$ cat src/rtl/bp_recovery_ctrl.sv
// Branch-predictor recovery controller: tracks in-flight branches in order,
// trains the predictor on resolve, and on a mispredict squashes, redirects and repairs history.
module bp_recovery_ctrl #(
    parameter int DEPTH       = 4,
    parameter int GHR_W       = 6,
    parameter int RECOVER_CYC = 2
) (
    input  logic             clk,
    input  logic             rst,
    input  logic             enq_valid,
    input  logic             enq_pred_take,
    input  logic [31:0]      enq_alt_pc,
    input  logic [GHR_W-1:0] enq_ghr,
    input  logic             res_valid,
    input  logic             res_take,
    output logic             flush,
    output logic [31:0]      redirect_pc,
    output logic             upd_valid,
    output logic             upd_take,
    output logic [GHR_W-1:0] upd_ghr,
    output logic             ghr_restore_valid,
    output logic [GHR_W-1:0] ghr_restore,
    output logic             full,
    output logic             underflow_err,
    output logic [15:0]      mispred_cnt
);

    localparam int PW = (DEPTH > 1) ? $clog2(DEPTH) : 1;
    localparam int CW = $clog2(DEPTH + 1);
    localparam logic [2:0] TIMER_INIT = 3'(RECOVER_CYC);

    typedef enum logic {RUN, SQUASH} state_t;

    state_t           state;
    logic [2:0]       timer;
    logic [PW-1:0]    head;
    logic [PW-1:0]    tail;
    logic [CW-1:0]    count;
    logic             pred_q [DEPTH];
    logic [31:0]      alt_q  [DEPTH];
    logic [GHR_W-1:0] ghr_q  [DEPTH];

    logic             running;
    logic             deq;
    logic             mispred;
    logic             enq;
    logic [GHR_W-1:0] head_ghr;

    assign full = (count == CW'(DEPTH));

    // An enqueue at full is accepted only when a correct resolve frees the head
    // in the same cycle; a mispredict discards any same-cycle enqueue as wrong-path.
    always_comb begin
        running  = (state == RUN);
        deq      = running & res_valid & (count != '0);
        mispred  = deq & (res_take != pred_q[head]);
        enq      = running & enq_valid & (~full | deq) & ~mispred;
        head_ghr = ghr_q[head];
    end

    always_ff @(posedge clk) begin
        if (rst) begin
            state             <= RUN;
            timer             <= '0;
            head              <= '0;
            tail              <= '0;
            count             <= '0;
            flush             <= 1'b0;
            redirect_pc       <= '0;
            upd_valid         <= 1'b0;
            upd_take          <= 1'b0;
            upd_ghr           <= '0;
            ghr_restore_valid <= 1'b0;
            ghr_restore       <= '0;
            underflow_err     <= 1'b0;
            mispred_cnt       <= '0;
        end else begin
            flush             <= 1'b0;
            ghr_restore_valid <= 1'b0;
            upd_valid         <= deq;

            if (deq) begin
                upd_take <= res_take;
                upd_ghr  <= head_ghr;
            end

            if (running && res_valid && count == '0)
                underflow_err <= 1'b1;

            if (mispred) begin
                state             <= SQUASH;
                timer             <= TIMER_INIT;
                flush             <= 1'b1;
                redirect_pc       <= alt_q[head];
                ghr_restore_valid <= 1'b1;
                ghr_restore       <= {head_ghr[GHR_W-2:0], res_take};
                if (mispred_cnt != '1)
                    mispred_cnt <= mispred_cnt + 16'd1;
                count <= '0;
                head  <= '0;
                tail  <= '0;
            end else begin
                if (enq) begin
                    pred_q[tail] <= enq_pred_take;
                    alt_q[tail]  <= enq_alt_pc;
                    ghr_q[tail]  <= enq_ghr;
                    tail         <= tail + PW'(1);
                end
                if (deq)
                    head <= head + PW'(1);
                case ({enq, deq})
                    2'b10:   count <= count + CW'(1);
                    2'b01:   count <= count - CW'(1);
                    default: count <= count;
                endcase
            end

            if (state == SQUASH) begin
                timer <= timer - 3'd1;
                if (timer == 3'd1)
                    state <= RUN;
            end
        end
    end

endmodule

$ cat config.mk
export PLATFORM = sky130hd
export DESIGN_NAME = bp_recovery_ctrl
export DESIGN_NICKNAME = d
export VERILOG_FILES = /design/src/rtl/bp_recovery_ctrl.sv
export SDC_FILE = /design/constraint.sdc
export NUM_CORES = 1
export LEC_CHECK = 0
export CORE_ASPECT_RATIO = 0.6
export CORE_MARGIN = 3
export CORE_UTILIZATION = 35
export DETAILED_ROUTE_END_ITERATION = 8
export GPL_TIMING_DRIVEN = 0
export PLACE_DENSITY = 0.57
export SLEW_MARGIN = 25
export SYNTH_ARGS = -nofsm -noshare
export SYNTH_HDL_FRONTEND = slang
export SYNTH_SLANG_ARGS = --single-unit
$ cat constraint.sdc
create_clock -name clk -period 4.4 [get_ports clk]
set_input_delay 0.66 -clock clk [delete_from_list [all_inputs] [get_ports clk]]
set_output_delay 0.66 -clock clk [all_outputs]
set_load 0.01 [all_outputs]
==> flow_summary_export.csv, run 1 <==
group,metric,value,unit
run_status,status,"complete, no violations",
finish,flow.area_growth_from_synthesis,24.2,%
die,floorplan.die.width,214,µm
drt,drt-pass1-iter-count,5,
sta,timing_worst_slew_pin_value,0.931,ns
yosys,synth.yosys.seq_area_share,0.685,
global_route,grt_pass1_vias,5313,
setup_path,worstPathArrival,3.44,ns
finish,nets_final,773,
yosys,synth-edff-count,156,
global_route,pin_count_of_the_biggest_net_entering_global_routing,40,
clock_network,cts_tree,"yes",
drt,post_drt_via_cell_ratio,4.82,
global_route,grt.overflow.total,0,
global_route,grt.total_usage,0.142,
yosys,netlist.area_leader.share,0.516,
clock_network,post_cts_hold_buffer_count,0,
sta,setup_violations,0,
yosys,ys_dominant_reg_cell,"sky130_fd_sc_hd__edfxtp_1",
sta,worst_clock_skew,0.0150,ns
sta,timing.final.max_slew_violations,0,
die,ios,110,
finish,layout_commonest_cell,"sky130_fd_sc_hd__edfxtp_1",
run,drv_cap,0,
clock_network,path_clk_slew,0.07,ns
placement,post-dp-hpwl,13100,µm
drt,wl_per_cell,18.6,µm
yosys,netlist-cell-type-count,43,
yosys,syn_area,9080,µm²
drt,finalWirelength,20100,µm
pwr,totalPowerFinal,5980,µW
sta,fin_crit_share,0.700,
global_route,use_met3,0.0303,
setup_path,critical_path_class,"flip-flop to flip-flop",
yosys,postSynthRegisterBits,233,
setup_path,cp_startpoint_kind,"flip-flop",
drt,ant_nets,0,
worst_hold_path,hold_path_class,"flip-flop to flip-flop",
yosys,cell_taking_the_most_area_after_synthesis,"sky130_fd_sc_hd__edfxtp_1",
global_route,global_route.usage.met1,0.206,
yosys,syn_nets,640,
die,die_y,131,µm
placement,place_worst_setup_slack,0.903,ns
sta,timing.final.ws_setup,1.32,ns
clock_network,clock_path_buffers,3,
yosys,async_reset_ff_frac,0,
pwr,worst_ir_drop_vdd,0.000319,V
clock_network,cts_root_buf,"sky130_fd_sc_hd__clkbuf_16",
finish,fin_area,11300,µm²
die,floorplan.core_area,24800,µm²
sta,unrepaired_setup_endpoints_after_global_routing,"no",
sta,timing.max_slew.rel_slack,0.379,
sta,finalWorstPathRequiredPeriod,3.08,ns
setup_path,critPathCaptureType,"flip-flop",
clock_network,post_cts_buffers,0,
drt,number_of_vias_after_detailed_routing,5219,
sta,tns,0,ns
clock_network,postCtsResizedCells,0,
finish,post_route_cells_drive_above_1_share,0.214,
yosys,post_synth_inst_count,587,
placement,post_dp_cell_area,10600,µm²
placement,place_congestion,0.771,
clock_network,clock-sinks,233,
sta,final-hold-violation-count,0,
finish,n_antenna_cell,0,
clock_network,insertion_delay,0.51,ns
setup_path,required,4.76,ns
pwr,cellLeakagePower,0.00355,µW
die,rows,44,
global_route,grt-busiest-layer,"met2",
die,die_area,28000,µm²
global_route,grt_pass1_wl,30800,µm
clock_network,cts_htree_levels,1,
global_route,grt_use_met2,0.220,
drt,drc_errors,0,
sta,worst_hold_slack,0.461,ns
yosys,yosys-top-cells-area,"sky130_fd_sc_hd__edfxtp_1 52%, sky130_fd_sc_hd__dfxtp_1 17%, sky130_fd_sc_hd__mux4_2 8.4%",
die,start_util,0.366,
yosys,synth_warnings,0,
clock_network,cts-buffers-inserted,23,
global_route,antenna_violations_before_repair,1,
setup_path,worst-path-max-fanout,10,
finish,layout.cells.most_common_list,"156 x sky130_fd_sc_hd__edfxtp_1, 108 x sky130_fd_sc_hd__clkdlybuf4s50_1, 77 x sky130_fd_sc_hd__dfxtp_1",
drt,initialDrtViolationCount,255,
pwr,pwr_density_cell,530,nW/µm²
yosys,syn_area_per_cell,15.5,µm²
sta,achievable-frequency,325,MHz
placement,io_buffer_count,108,
==> report_power, final <==
part / internal [µW] / switching, µW
Sequential: 2600 / 110
Combinational: 704 / 781
Clock: 979 / 807
==> per-stage QoR <==
step | std cells | util
after CTS | 1082 | 0.454
final | 1082 | 0.454
after global routing | 1082 | 0.454
after global placement | 1040 | 0.427
after detailed placement | 1040 | 0.427
after floorplan | 587 | -
==> registers in the layout, indices dropped and copies added (netlist names), 3 cells and up, named ones only <==
signal / cells
ghr_restore: 6
redirect_pc: 32
pred_q: 4
timer: 3
ghr_q: 24
mispred_cnt: 16
count: 3
alt_q: 128
upd_ghr: 6
==> Yosys cell counts (5+ instances only) <==
cell type                  count
sky130_fd_sc_hd__edfxtp_1    156
sky130_fd_sc_hd__dfxtp_1      77
sky130_fd_sc_hd__nand2_1      70
sky130_fd_sc_hd__a21oi_2      37
sky130_fd_sc_hd__mux4_2       34
sky130_fd_sc_hd__nand2_2      27
sky130_fd_sc_hd__nor2_1       24
sky130_fd_sc_hd__clkbuf_1     18
sky130_fd_sc_hd__xnor2_1      16
sky130_fd_sc_hd__a21oi_1      15
sky130_fd_sc_hd__inv_1        11
sky130_fd_sc_hd__nor3_1       11
sky130_fd_sc_hd__nor4_1       10
sky130_fd_sc_hd__ha_1          8
sky130_fd_sc_hd__buf_2         7
sky130_fd_sc_hd__and2_1        5
sky130_fd_sc_hd__mux4_1        5
sky130_fd_sc_hd__nand3_1       5
sky130_fd_sc_hd__nand4_1       5
==> path summary, 6_finish.rpt <==
kind,from,endpoint,slack [ns],depth (start not counted)
worst min-delay path,redirect_pc[15],redirect_pc[15],0.46,2
worst max register to register,flip-flop,count[2],1.32,14
worst min register to register,redirect_pc[15],redirect_pc[15],0.46,2
worst max-delay path,flip-flop,count[2],1.32,14
==> cells by family (layout without fill, tap and decap cells) <==
logic type,count (synthesis),in the layout,share of synthesized area
AOI/OAI and AO/OA,58,58,0.0492
xor gates and xnor gates,20,20,0.0214
adders and majority gates,9,9,0.0132
buffers and inverters,48,198,0.0317
DFF,233,233,0.685
muxes,42,42,0.102
and+or+nand+nor,177,177,0.0968
==> routing by layer <==
| layer | vias up | part of all wire |
|---|---|---|
| li1 | 2431 | - |
| met1 | 2627 | 0.49 |
| met2 | 133 | 0.44 |
| met3 | 26 | 0.054 |
| met4 | 2 | 0.017 |
| met5 | - | 0.00099 |
==> worst max-delay path: stages (launching register included) <==
cell	delay (ns)
sky130_fd_sc_hd__dfxtp_1	0.33
sky130_fd_sc_hd__buf_6	0.15
sky130_fd_sc_hd__mux4_2	0.59
sky130_fd_sc_hd__xnor2_4	0.21
sky130_fd_sc_hd__nand2b_2	0.22
sky130_fd_sc_hd__buf_8	0.15
sky130_fd_sc_hd__buf_12	0.15
sky130_fd_sc_hd__nand2_1	0.07
sky130_fd_sc_hd__ha_1	0.18
sky130_fd_sc_hd__inv_1	0.06
sky130_fd_sc_hd__fa_1	0.37
sky130_fd_sc_hd__xor2_1	0.15
sky130_fd_sc_hd__nor2_1	0.12
sky130_fd_sc_hd__xnor2_1	0.13
sky130_fd_sc_hd__nor3_1	0.07
==> final cells by class <==
| type | instances | area, µm² |
|---|---|---|
| Buffer | 37 | 248 |
| Clock buffer | 29 | 608 |
| Clock inverter | 13 | 63.8 |
| Fill cell | 2191 | 13600 |
| Inverter | 11 | 41.3 |
| Multi-Input combinational cell | 306 | 2580 |
| Sequential cell | 233 | 6230 |
| Tap cell | 345 | 432 |
| Timing Repair Buffer | 108 | 1080 |
No activity file was read; power rests on OpenSTA's default activity.
==> run 2: changes to the inputs <==
Clock period 4.4 ns to 3 ns, I/O delays scaled along.
==> run 2 against run 1 <==
  * Count of clock-buffer cells in the layout up 4
  * Power up 48%
  * Maximum frequency increased by 7.5%
  * First-iteration DRC count grew 3.9%
  * Die area did not move
  * Critical path type unchanged
  * Cell count rose by 0.46%
  * Flip-flop and latch count unchanged
  * Register-to-register slack got worse by 1.2 ns
  * Core utilization rose by 0.21 points
  * Clock power increased by 44%
  * Final area increased by 0.47%
==> flow_summary_export.csv, run 2 (synthesized netlist as in run 1, its figures left out) <==
group,metric,value,unit
run_status,status,"complete, no violations",
finish,post_route_cells_drive_above_1_share,0.226,
setup_path,worstPathBufferInverterCount,3,
sta,final-hold-violation-count,0,
global_route,antenna_violations_before_repair,2,
setup_path,critical_path.top_delay_family,"simple AND/OR/NAND/NOR gates",
clock_network,clock-sinks,233,
drt,finalWirelength,21500,µm
placement,place_congestion,0.798,
setup_path,max_stage_delay,0.56,ns
finish,flow.area_growth_from_synthesis,24.8,%
global_route,grt_pass1_vias,5525,
sta,achievable-frequency,349,MHz
global_route,grt_pass1_wl,31700,µm
setup_path,worstPathArrival,3.03,ns
global_route,pin_count_of_the_biggest_net_entering_global_routing,40,
finish,register_with_the_highest_flop_count,"alt_q",
sta,finalWorstPathRequiredPeriod,2.87,ns
setup_path,worst-path-max-fanout,20,
placement,place.detailed.instances,1040,
worst_hold_path,hold_path_class,"primary input to flip-flop",
die,floorplan.die.width,214,µm
sta,timing.max_slew.rel_slack,0.386,
sta,worst_clock_skew,0.0281,ns
pwr,totalPowerFinal,8840,µW
clock_network,cts_tree,"yes",
drt,ant_nets,0,
finish,layout_commonest_cell,"sky130_fd_sc_hd__edfxtp_1",
drt,drt-pass1-iter-count,4,
die,die_y,131,µm
global_route,grt.total_usage,0.147,
drt,drc_errors,0,
clock_network,path_clk_slew,0.07,ns
die,start_util,0.366,
drt,post_drt_via_cell_ratio,4.89,
setup_path,cp_startpoint_kind,"flip-flop",
pwr,worst_ir_drop_vdd,0.000441,V
finish,layout.cells.most_common_list,"156 x sky130_fd_sc_hd__edfxtp_1, 108 x sky130_fd_sc_hd__clkdlybuf4s50_1, 76 x sky130_fd_sc_hd__dfxtp_1",
clock_network,cts-buffers-inserted,22,
setup_path,critPathCaptureType,"flip-flop",
finish,largest_register_ffs,128,
sta,fin_crit_share,0.955,
die,ios,110,
placement,post-dp-hpwl,13400,µm
global_route,grt.overflow.total,0,
finish,nets_final,779,
die,die_area,28000,µm²
clock_network,insertion_delay,0.52,ns
drt,number_of_vias_after_detailed_routing,5316,
pwr,cellLeakagePower,0.00358,µW
setup_path,critical_path_class,"flip-flop to flip-flop",
pwr,pwr_density_cell,780,nW/µm²
clock_network,post_cts_hold_buffer_count,0,
drt,initialDrtViolationCount,265,
sta,timing.final.max_slew_violations,0,
finish,largest_registers,"alt_q (128), redirect_pc (32), ghr_q (24)",
clock_network,cts_htree_levels,1,
die,rows,44,
die,floorplan.core_area,24800,µm²
clock_network,clock_path_buffers,3,
run,drv_cap,0,
finish,layoutNonFillerInstCount,1087,
setup_path,required,3.16,ns
clock_network,cts_root_buf,"sky130_fd_sc_hd__clkbuf_16",
finish,n_antenna_cell,0,
setup_path,timing.critical_path.slowest_stage_cell,"sky130_fd_sc_hd__mux4_2",
placement,io_buffer_count,108,
drt,wl_per_cell,19.8,µm
setup_path,cp_cell_sequence,"buf_6 > mux4_2 > xnor2_4 > buf_4 > nor2_1 > clkbuf_4 > nor3b_4 > and2_4",
sta,setup_violations,0,
sta,timing_worst_slew_pin_value,0.921,ns
run 2: through the flow:
step                      setup TNS [ns]  worst slack (ns)   util  hold WS (ns)  instance area [µm²]
after floorplan                        0             0.168      -         0.470                 9090
after global placement            -51.71            -0.336  0.427         0.449                10600
after detailed placement           -5.83            -0.275  0.427         0.451                10600
after CTS                              0           0.00176  0.454         0.440                11300
after global routing             -0.0776          -0.00795  0.456         0.474                11300
final                                  0             0.134  0.456         0.443                11300
run 2: final timing paths:
kind         slack (ns)  startpoint         endpoint  cells after the start
min                0.44         rst  mispred_cnt[15]                      3
max reg2reg        0.13   flip-flop     alt_q[3][19]                      8
max                0.13   flip-flop     alt_q[3][19]                      8
min reg2reg        0.46  upd_ghr[5]       upd_ghr[5]                      2
run 2: power by group:
part           switching (µW)  total [µW]  internal (µW)  leakage (µW)
registers                 164        3970           3810       0.00204
logic                    1210        2290           1080       0.00121
clock network            1170        2580           1420      0.000322
total                    2540        8840           6300       0.00358
run 2: cell type report:
class	count	area, µm²
clock inverters	7	43.8
fillers	2197	13500
multi-input cells	310	2630
inverters	11	41.3
clock buffers	33	612
repair buffers	112	1110
plain buffers	36	234
well taps	345	432
flip-flops and latches	233	6230
run 2: worst register-to-register path, stage by stage (launching register included):
cell and delay (ns):
sky130_fd_sc_hd__dfxtp_2 0.33, sky130_fd_sc_hd__buf_6 0.09, sky130_fd_sc_hd__mux4_2 0.56, sky130_fd_sc_hd__xnor2_4 0.18
sky130_fd_sc_hd__buf_4 0.13, sky130_fd_sc_hd__nor2_1 0.04, sky130_fd_sc_hd__clkbuf_4 0.21, sky130_fd_sc_hd__nor3b_4 0.45
sky130_fd_sc_hd__and2_4 0.49
run 2: repair_timing:
item | in CTS | in global routing
resized for setup | 0 | 14
cloned | 0 | 4
hold endpoints to repair | 0 | 0
endpoints found under the setup margin | 158 | 90
buffers inserted | 3 | 1
pin swaps | 1 | 8
run 2: routing by layer:
| layer | part of all wire | up-vias | GRT usage |
|---|---|---|---|
| li1 | - | 2446 | - |
| met1 | 0.49 | 2686 | 0.205 |
| met2 | 0.43 | 146 | 0.232 |
| met3 | 0.065 | 34 | 0.0391 |
| met4 | 0.016 | 4 | 0.0346 |
| met5 | 0.0016 | - | 0 |
